### config.mk
export PLATFORM = sky130hd
export DESIGN_NAME = usr_irq_slave
export DESIGN_NICKNAME = d
export VERILOG_FILES = /design/src/rtl/usr_irq_pkg.sv /design/src/rtl/usr_irq_sat_cnt.sv /design/src/rtl/usr_irq_slave.sv
export SDC_FILE = /design/constraint.sdc
export NUM_CORES = 1
export LEC_CHECK = 0
export ABC_AREA = 1
export BUFFER_PORTS_ARGS = -buffer_cell sky130_fd_sc_hd__buf_4
export CELL_PAD_IN_SITES_DETAIL_PLACEMENT = 1
export CELL_PAD_IN_SITES_GLOBAL_PLACEMENT = 1
export CORE_MARGIN = 2
export CORE_UTILIZATION = 31
export CTS_CLUSTER_DIAMETER = 80
export CTS_CLUSTER_SIZE = 20
export DETAILED_ROUTE_END_ITERATION = 8
export GPL_TIMING_DRIVEN = 0
export PLACE_DENSITY_LB_ADDON = 0.25
export SYNTH_ARGS = -nofsm -noshare
export SYNTH_HDL_FRONTEND = slang
export SYNTH_SLANG_ARGS = --single-unit
### constraint.sdc
create_clock -name clk -period 1.6 [get_ports clk]
set_clock_uncertainty 0.2 [all_clocks]
set_input_delay 0.08 -clock clk [delete_from_list [all_inputs] [get_ports clk]]
set_output_delay 0.08 -clock clk [all_outputs]
set_load 0.02 [all_outputs]
### src/rtl/usr_irq_pkg.sv
// usr_irq_pkg: register map, STATUS bit positions and read-FSM encoding
// shared by the user-interrupt slave and its sub-modules.
package usr_irq_pkg;

    localparam int unsigned ADDR_TRIGGER   = 0;
    localparam int unsigned ADDR_STATUS    = 1;
    localparam int unsigned ADDR_ENABLE    = 2;
    localparam int unsigned ADDR_COUNT     = 3;
    localparam int unsigned ADDR_TIMESTAMP = 4;

    localparam int unsigned ST_PEND = 0;
    localparam int unsigned ST_OVF  = 1;

    typedef enum logic {
        R_IDLE = 1'b0,
        R_ACK  = 1'b1
    } rd_state_t;

endpackage

### src/rtl/usr_irq_sat_cnt.sv
// usr_irq_sat_cnt: W-bit saturating up-counter; clr wins over inc.
// Ports: clk, rst_n (async low), clr, inc, count[W-1:0].
module usr_irq_sat_cnt #(
    parameter int W = 16
) (
    input  logic         clk,
    input  logic         rst_n,
    input  logic         clr,
    input  logic         inc,
    output logic [W-1:0] count
);

    always_ff @(posedge clk or negedge rst_n) begin
        if (!rst_n) begin
            count <= '0;
        end else if (clr) begin
            count <= '0;
        end else if (inc && (count != '1)) begin
            count <= count + W'(1);
        end
    end

endmodule

### src/rtl/usr_irq_slave.sv
// usr_irq_slave: Avalon-MM slave turning event writes into a level IRQ.
// Ports: clk, rst_n, irq_avalon_slave_* (cs/addr/rd/wr/wd/wait/rdata), irq_out.
// Optional macro USR_IRQ_TIMESTAMP_EN adds a TIMESTAMP register at word 4.
module usr_irq_slave
    import usr_irq_pkg::*;
#(
    parameter int ADDR_W = 4,
    parameter int CNT_W  = 16,
    parameter int TS_W   = 32
) (
    input  logic              clk,
    input  logic              rst_n,
    input  logic              irq_avalon_slave_chipselect,
    input  logic [ADDR_W-1:0] irq_avalon_slave_address,
    input  logic              irq_avalon_slave_read,
    input  logic              irq_avalon_slave_write,
    input  logic [31:0]       irq_avalon_slave_writedata,
    output logic              irq_avalon_slave_waitrequest,
    output logic [31:0]       irq_avalon_slave_readdata,
    output logic              irq_out
);

    logic             rd_ok;
    logic             wr_ok;
    logic             sel_trig;
    logic             sel_stat;
    logic             sel_en;
    logic             sel_cnt;
    logic             ev;
    logic             pending;
    logic             overflow;
    logic             enable;
    logic [CNT_W-1:0] count;
    logic [31:0]      rd_mux;
    rd_state_t        state;
    logic             unused;

    // Both strobes high at once is not a legal access and is dropped.
    assign rd_ok = irq_avalon_slave_chipselect & irq_avalon_slave_read
                 & ~irq_avalon_slave_write;
    assign wr_ok = irq_avalon_slave_chipselect & irq_avalon_slave_write
                 & ~irq_avalon_slave_read;

    assign sel_trig = irq_avalon_slave_address == ADDR_W'(ADDR_TRIGGER);
    assign sel_stat = irq_avalon_slave_address == ADDR_W'(ADDR_STATUS);
    assign sel_en   = irq_avalon_slave_address == ADDR_W'(ADDR_ENABLE);
    assign sel_cnt  = irq_avalon_slave_address == ADDR_W'(ADDR_COUNT);

    assign ev = wr_ok & sel_trig & irq_avalon_slave_writedata[0];

    assign unused = ^irq_avalon_slave_writedata[31:2];

    always_ff @(posedge clk or negedge rst_n) begin
        if (!rst_n) begin
            pending  <= 1'b0;
            overflow <= 1'b0;
            enable   <= 1'b0;
            irq_out  <= 1'b0;
        end else begin
            if (ev) begin
                pending <= 1'b1;
                if (pending) overflow <= 1'b1;
            end else if (wr_ok && sel_stat) begin
                if (irq_avalon_slave_writedata[ST_PEND]) pending  <= 1'b0;
                if (irq_avalon_slave_writedata[ST_OVF])  overflow <= 1'b0;
            end
            if (wr_ok && sel_en) enable <= irq_avalon_slave_writedata[0];
            irq_out <= pending & enable;
        end
    end

    usr_irq_sat_cnt #(
        .W (CNT_W)
    ) u_cnt (
        .clk   (clk),
        .rst_n (rst_n),
        .clr   (wr_ok & sel_cnt),
        .inc   (ev),
        .count (count)
    );

`ifdef USR_IRQ_TIMESTAMP_EN
    logic            sel_ts;
    logic [TS_W-1:0] ts_free;
    logic [TS_W-1:0] ts_q;

    assign sel_ts = irq_avalon_slave_address == ADDR_W'(ADDR_TIMESTAMP);

    // Only the first event of a pending burst is timestamped.
    always_ff @(posedge clk or negedge rst_n) begin
        if (!rst_n) begin
            ts_free <= '0;
            ts_q    <= '0;
        end else begin
            ts_free <= ts_free + TS_W'(1);
            if (ev && !pending) ts_q <= ts_free;
        end
    end
`endif

    always_comb begin
        rd_mux = '0;
        unique case (1'b1)
            sel_trig: rd_mux[0] = pending;
            sel_stat: begin
                rd_mux[ST_PEND] = pending;
                rd_mux[ST_OVF]  = overflow;
            end
            sel_en:   rd_mux[0] = enable;
            sel_cnt:  rd_mux = 32'(count);
`ifdef USR_IRQ_TIMESTAMP_EN
            sel_ts:   rd_mux = 32'(ts_q);
`endif
            default:  rd_mux = '0;
        endcase
    end

    // One wait cycle in R_IDLE; data is presented in R_ACK.
    always_ff @(posedge clk or negedge rst_n) begin
        if (!rst_n) begin
            state                     <= R_IDLE;
            irq_avalon_slave_readdata <= '0;
        end else begin
            unique case (state)
                R_IDLE: begin
                    if (rd_ok) begin
                        irq_avalon_slave_readdata <= rd_mux;
                        state                     <= R_ACK;
                    end
                end
                R_ACK:   state <= R_IDLE;
                default: state <= R_IDLE;
            endcase
        end
    end

    // Gated by rst_n so a reset mid-read drops the stall at once.
    assign irq_avalon_slave_waitrequest = rst_n & rd_ok & (state == R_IDLE);

endmodule

==> results of run 1 <==
critical path: stages (launching register included):
cell	delay, ps
dfrtp_1	420
ha_4	190
nand2_4	70
nor2_2	40
nand2_2	80
nor2_4	40
nor2_4	210
nor2_8	60
buf_12	130
buf_8	130
nand2_2	70
nand2_2	50
Yosys cell counts:
master / count / area (µm²)
a21oi_1: 1 / 5.00
a31oi_1: 1 / 6.26
and3_1: 1 / 6.26
buf_4: 16 / 120
buf_6: 1 / 11.3
buf_8: 1 / 15.0
clkbuf_1: 4 / 15.0
conb_1: 1 / 3.75
dfrtp_1: 37 / 926
ha_1: 1 / 12.5
inv_1: 22 / 82.6
inv_2: 3 / 11.3
nand2_1: 99 / 372
nand2_2: 1 / 6.26
nand3_1: 21 / 105
nand4_1: 7 / 43.8
nand4_2: 1 / 12.5
nor2_1: 25 / 93.8
nor2_2: 1 / 6.26
nor2_4: 5 / 56.3
nor2_8: 1 / 20.0
o21ai_0: 7 / 35.0
o31ai_1: 11 / 82.6
or2_2: 1 / 6.26
xnor2_1: 1 / 8.76
xor2_1: 2 / 17.5
timing repair:
action | in CTS | in global routing
gates resized for setup | 22 | 22
endpoints found under the setup margin | 26 | 17
endpoints found under the hold margin | 45 | 37
gates cloned | 1 | 1
setup buffers | 15 | 4
pin swaps | 7 | 12
stage by stage:
step	power, mW	area (µm²)	utilization [%]	worst slack (ps)	TNS, ps
4_1_cts	1.86	2840	44.2	-149	-2150
5_1_grt	1.94	2950	46.0	-282	-3800
3_5_place_dp	1.18	2450	38.1	-385	-6590
3_3_place_gp	1.18	2450	38.1	-356	-6350
6_report	1.86	2950	46.0	-200	-2520
2_1_floorplan	1.10	2140	-	-111	-1360
layout make-up:
cell class / count / area [µm²]
Buffer: 21 / 178
Clock inverter: 2 / 10.0
Sequential cell: 37 / 928
Multi-Input combinational cell: 203 / 1050
Timing Repair Buffer: 57 / 522
Inverter: 25 / 93.8
Tap cell: 77 / 96.3
Clock buffer: 6 / 72.6
Fill cell: 826 / 3470
cells in the final DEF (no fill, tap or decap), types with 6 or more instances in the layout:
| master | n |
|---|---|
| o31ai_1 | 11 |
| nand2_1 | 80 |
| nand3_1 | 20 |
| nand4_1 | 7 |
| buf_4 | 58 |
| inv_1 | 22 |
| nor2_4 | 6 |
| o21ai_0 | 7 |
| nand2_2 | 17 |
| nor2_1 | 21 |
| dlygate4sd3_1 | 8 |
| dfrtp_1 | 35 |
| conb_1 | 16 |
metal layers:
layer	GRT usage, %	wire (µm)	up-vias
li1	-	-	988
met1	22.7	2820	971
met2	28.8	3010	43
met3	3.18	278	11
met4	5.92	117	0
met5	0	0	-
power by group:
part           total, mW  internal [mW]  switching [mW]  leakage (nW)
Clock              0.650          0.302           0.348        0.0450
Combinational      0.240          0.101           0.140         0.941
Sequential         0.967          0.953          0.0140         0.509
sequential cells by signal (all words and copies together), names as in the netlist:
name / flops
irq_avalon_slave_readdata: 16
u_cnt.count: 16
enable: 1
irq_out: 1
overflow: 1
pending: 1
state: 1
worst paths after layout:
path                                                     startpoint                                       end  slack, ps  cells after the start
max in group asynchronous                                     rst_n                u_cnt.count[2]$_DFFE_PN0P_       1250                      1
hold reg to reg            irq_avalon_slave_readdata[5]$_DFFE_PN0P_  irq_avalon_slave_readdata[5]$_DFFE_PN0P_        280                      2
min in group clk                        irq_avalon_slave_chipselect  irq_avalon_slave_readdata[9]$_DFFE_PN0P_         30                      4
hold / removal                                                rst_n               u_cnt.count[13]$_DFFE_PN0P_       -450                      1
setup reg to reg                         u_cnt.count[1]$_DFFE_PN0P_                u_cnt.count[7]$_DFFE_PN0P_       -200                     11
setup / recovery                         u_cnt.count[1]$_DFFE_PN0P_                u_cnt.count[7]$_DFFE_PN0P_       -200                     11
cells by family after synthesis:
logic type	after synthesis	synth area share, %
other cells	1	0.180
xor+xnor	3	1.26
compound gates	20	6.19
flops	37	44.5
fa+ha+maj	1	0.601
buf+inv	47	12.3
simple gates	163	35.0
==> results.json, run 1 <==
{
  "worst-setup-path-type": "flip-flop to flip-flop",
  "synth-seq-cells": 37,
  "vias": 2013,
  "failed_checks": "negative hold slack, negative setup slack",
  "clockRootBuffer": "clkbuf_8",
  "dp.cells": 392,
  "synth.distinct_cells": 26,
  "worstMarginPinSlew_ps": 523,
  "final-setup-viol-count": 16,
  "drt_iter0_drc": 82,
  "synthCells": 272,
  "die_area_um2": 7380,
  "clk_pin_slew_ps": 80,
  "cp_data_arrival_time_ps": 1790,
  "grt_pass1_vias": 2040,
  "hold_path_class": "primary input to async pin",
  "io_pins": 75,
  "core_um2": 6420,
  "grt_first_pass_wirelength_um": 10000,
  "postRouteAntennaNets": 0,
  "yosysSeqAreaShare_pct": 44.5,
  "via_per_inst": 4.70,
  "yosys_warnings": 0,
  "fin_ws_ps": -200,
  "dieHeight_um": 85.9,
  "drv_slew": 0,
  "cts_tree": "built",
  "globalRoute.totalOverflow": 0,
  "wl_per_cell_um": 14.5,
  "synthToLayoutAreaGrowth_pct": 41.9,
  "p_leak_nw": 1.50,
  "layout-drive-gt1-share_pct": 32.8,
  "grt_antenna_before_repair": 0,
  "holdWs_ps": -449,
  "p_per_area_nw_per_um2": 629,
  "place_congestion": 0.811,
  "n_antenna_cell": 0,
  "postSynthAreaPerCell_um2": 7.65,
  "worstSetupEndpointType": "flip-flop",
  "fmax_mhz": 555,
  "relSlewSlack_pct": 65.2,
  "cts.sinks": 37,
  "cts_buffers": 5,
  "outcome": "finished with violations",
  "maxCapViolCount": 0,
  "critical_path_required_ps": 1590,
  "hold_viol": 37,
  "grt_start_max_net_pins": 39,
  "crit_fanout": 5,
  "period_minus_slack_ps": 1800,
  "cts.path.max_buffers": 2,
  "timing.final.crit_share_pct": 113,
  "port_buffers": 28,
  "vdd_drop_max_uv": 258,
  "rsz0062_at_grt": "yes",
  "instances_no_fill": 428,
  "initial_utilization_pct": 32.4,
  "final_nets": 392,
  "critPathLaunchType": "flip-flop",
  "worstSkewPairLatency_ps": 300,
  "dp_hpwl_um": 3980,
  "routed_wl_um": 6220,
  "die_w_um": 85.9,
  "syn-cell-area_um2": 2080,
  "htree_levels": 2,
  "holdBufCountCts": 8,
  "rows": 29,
  "drc": 0,
  "first_pass_iters": 4,
  "grt_usage_pct": 17.4
}
No activity file was read; power rests on OpenSTA's default activity.
==> inputs of run 2 (changes only) <==
BUFFER_PORTS_ARGS = -buffer_cell sky130_fd_sc_hd__clkbuf_2   (was -buffer_cell sky130_fd_sc_hd__buf_4)
==> results.json, run 2 (synthesized netlist as in run 1, its figures left out) <==
{
  "outcome": "finished with violations",
  "failed_checks": "negative hold slack, negative setup slack",
  "vdd_drop_max_uv": 327,
  "routed_wl_um": 5700,
  "drc": 0,
  "top_layer": "met4",
  "die_w_um": 85.9,
  "dr_wl_met2_um": 2580,
  "path_cells": "ha_4, nand2_4, nor2_2, nand2_2, nor2_4, nor2_4, nor2_8, clkbuf_16, nand2_1, nand2_1",
  "worst_r2r_startpoint": "u_cnt.count[1]$_DFFE_PN0P_",
  "crit_fanout": 6,
  "maxCapViolCount": 0,
  "grt_first_pass_wirelength_um": 9150,
  "drv_slew": 0,
  "hold_viol": 37,
  "io_pins": 75,
  "fin_ws_ps": -142,
  "cp_slowest_cell": "dfrtp_1",
  "reg_top3": "irq_avalon_slave_readdata: 16 flops, u_cnt.count: 16 flops",
  "relSlewSlack_pct": 42.0,
  "timing.final.crit_share_pct": 109,
  "place_congestion": 0.776,
  "clockRootBuffer": "clkbuf_8",
  "n_antenna_cell": 0,
  "period_minus_slack_ps": 1740,
  "holdWs_ps": -302,
  "cts_tree": "built",
  "synthToLayoutAreaGrowth_pct": 35.8,
  "globalRoute.totalOverflow": 0,
  "worstSetupEndpointType": "flip-flop",
  "grt_usage_pct": 15.9,
  "layout-drive-gt1-share_pct": 32.4,
  "wl_met1_um": 2800,
  "fmax_mhz": 574,
  "p_leak_nw": 1.44,
  "postRouteAntennaNets": 0,
  "rsz0062_at_grt": "yes",
  "layout_common_cells": "nand2_1 (84), dfrtp_1 (33), buf_4 (31)",
  "slowest_delay_ps": 420,
  "via_per_inst": 4.59,
  "dieHeight_um": 85.9,
  "wl_per_cell_um": 13.4,
  "r2r_cells": 10,
  "reg2reg_slack_ps": -140,
  "clk_pin_slew_ps": 80,
  "final_nets": 390,
  "worst-setup-path-type": "flip-flop to flip-flop",
  "wl_met3_um": 232,
  "grt_antenna_before_repair": 0,
  "core_um2": 6420,
  "drt_iter0_drc": 51,
  "hold_path_class": "primary input to async pin",
  "instances_no_fill": 426,
  "layout_commonest_cell": "nand2_1",
  "dp.cells": 392,
  "p_total_mw": 1.84,
  "worstMarginPinSlew_ps": 870,
  "cts_buffers": 5,
  "port_buffers": 28,
  "initial_utilization_pct": 32.4,
  "rr_endpoint": "u_cnt.count[13]$_DFFE_PN0P_",
  "rows": 29,
  "cp_data_arrival_time_ps": 1730,
  "vias": 1955,
  "grt_start_max_net_pins": 39,
  "p_per_area_nw_per_um2": 651,
  "htree_levels": 2,
  "cts.path.max_buffers": 2,
  "final-setup-viol-count": 17,
  "worstSkewPairLatency_ps": 300,
  "first_pass_iters": 4,
  "cts.sinks": 37,
  "dp_hpwl_um": 3900,
  "die_area_um2": 7380,
  "grt_pass1_vias": 1892,
  "critical_path_required_ps": 1590,
  "holdBufCountCts": 8,
  "critPathLaunchType": "flip-flop"
}
-- run 2: through the flow --
stage / setup TNS, ps / util [%] / hold slack [ps] / area, µm² / worst slack (ps)
after floorplan: -1360 / - / -416 / 2140 / -111
after global placement: -6420 / 37.0 / 90.0 / 2380 / -358
after detailed placement: -7120 / 37.0 / 88.3 / 2380 / -383
after CTS: -1780 / 41.3 / -233 / 2650 / -114
after global routing: -3190 / 44.0 / -242 / 2830 / -204
final: -1870 / 44.0 / -302 / 2830 / -142
-- run 2: layout make-up --
type / instances / area, µm²
timing repair buffer: 54 / 390
fill: 807 / 3600
buffer: 22 / 191
sequential: 37 / 931
multi-input combinational: 203 / 1040
clock buffer: 6 / 72.6
tap: 77 / 96.3
inverter: 25 / 97.6
clock inverter: 2 / 10.0
-- run 2: worst max path at each step --
stage	from	end	slack [ps]	cells past startpoint
floorplan	u_cnt.count[0]$_DFFE_PN0P_	u_cnt.count[2]$_DFFE_PN0P_	-110	10
global placement	u_cnt.count[0]$_DFFE_PN0P_	u_cnt.count[7]$_DFFE_PN0P_	-360	10
detailed placement	u_cnt.count[0]$_DFFE_PN0P_	u_cnt.count[0]$_DFFE_PN0P_	-380	10
CTS	u_cnt.count[0]$_DFFE_PN0P_	u_cnt.count[13]$_DFFE_PN0P_	-110	10
global route	u_cnt.count[1]$_DFFE_PN0P_	u_cnt.count[13]$_DFFE_PN0P_	-200	10
finish	u_cnt.count[1]$_DFFE_PN0P_	u_cnt.count[13]$_DFFE_PN0P_	-140	10
-- run 2: layer usage --
metal / global-route usage [%] / vias to the layer above
li1: - / 981
met1: 21.5 / 933
met2: 24.4 / 34
met3: 3.66 / 7
met4: 6.20 / 0
met5: 0 / -
-- run 2: report_power, final --
part / switching [mW] / total, mW / internal, mW
registers: 0.0138 / 0.967 / 0.953
logic: 0.137 / 0.229 / 0.0916
clock network: 0.341 / 0.643 / 0.302
-- run 2: timing repair --
item	4_1_cts	5_1_grt
endpoints found under the hold margin	43	37
pin swaps	3	13
setup endpoints to repair	26	19
gates resized for setup	11	36
gates cloned	0	2
setup buffers	10	6
-- run 2: worst max-delay path: cells and delay by family, from the launching register on --
| kind | cells | cell delay [ps] |
|---|---|---|
| adder cells (fa/ha/maj) | 1 | 190 |
| buffers and inverters | 1 | 170 |
| flip-flops | 1 | 420 |
| AND/OR/NAND/NOR | 8 | 650 |
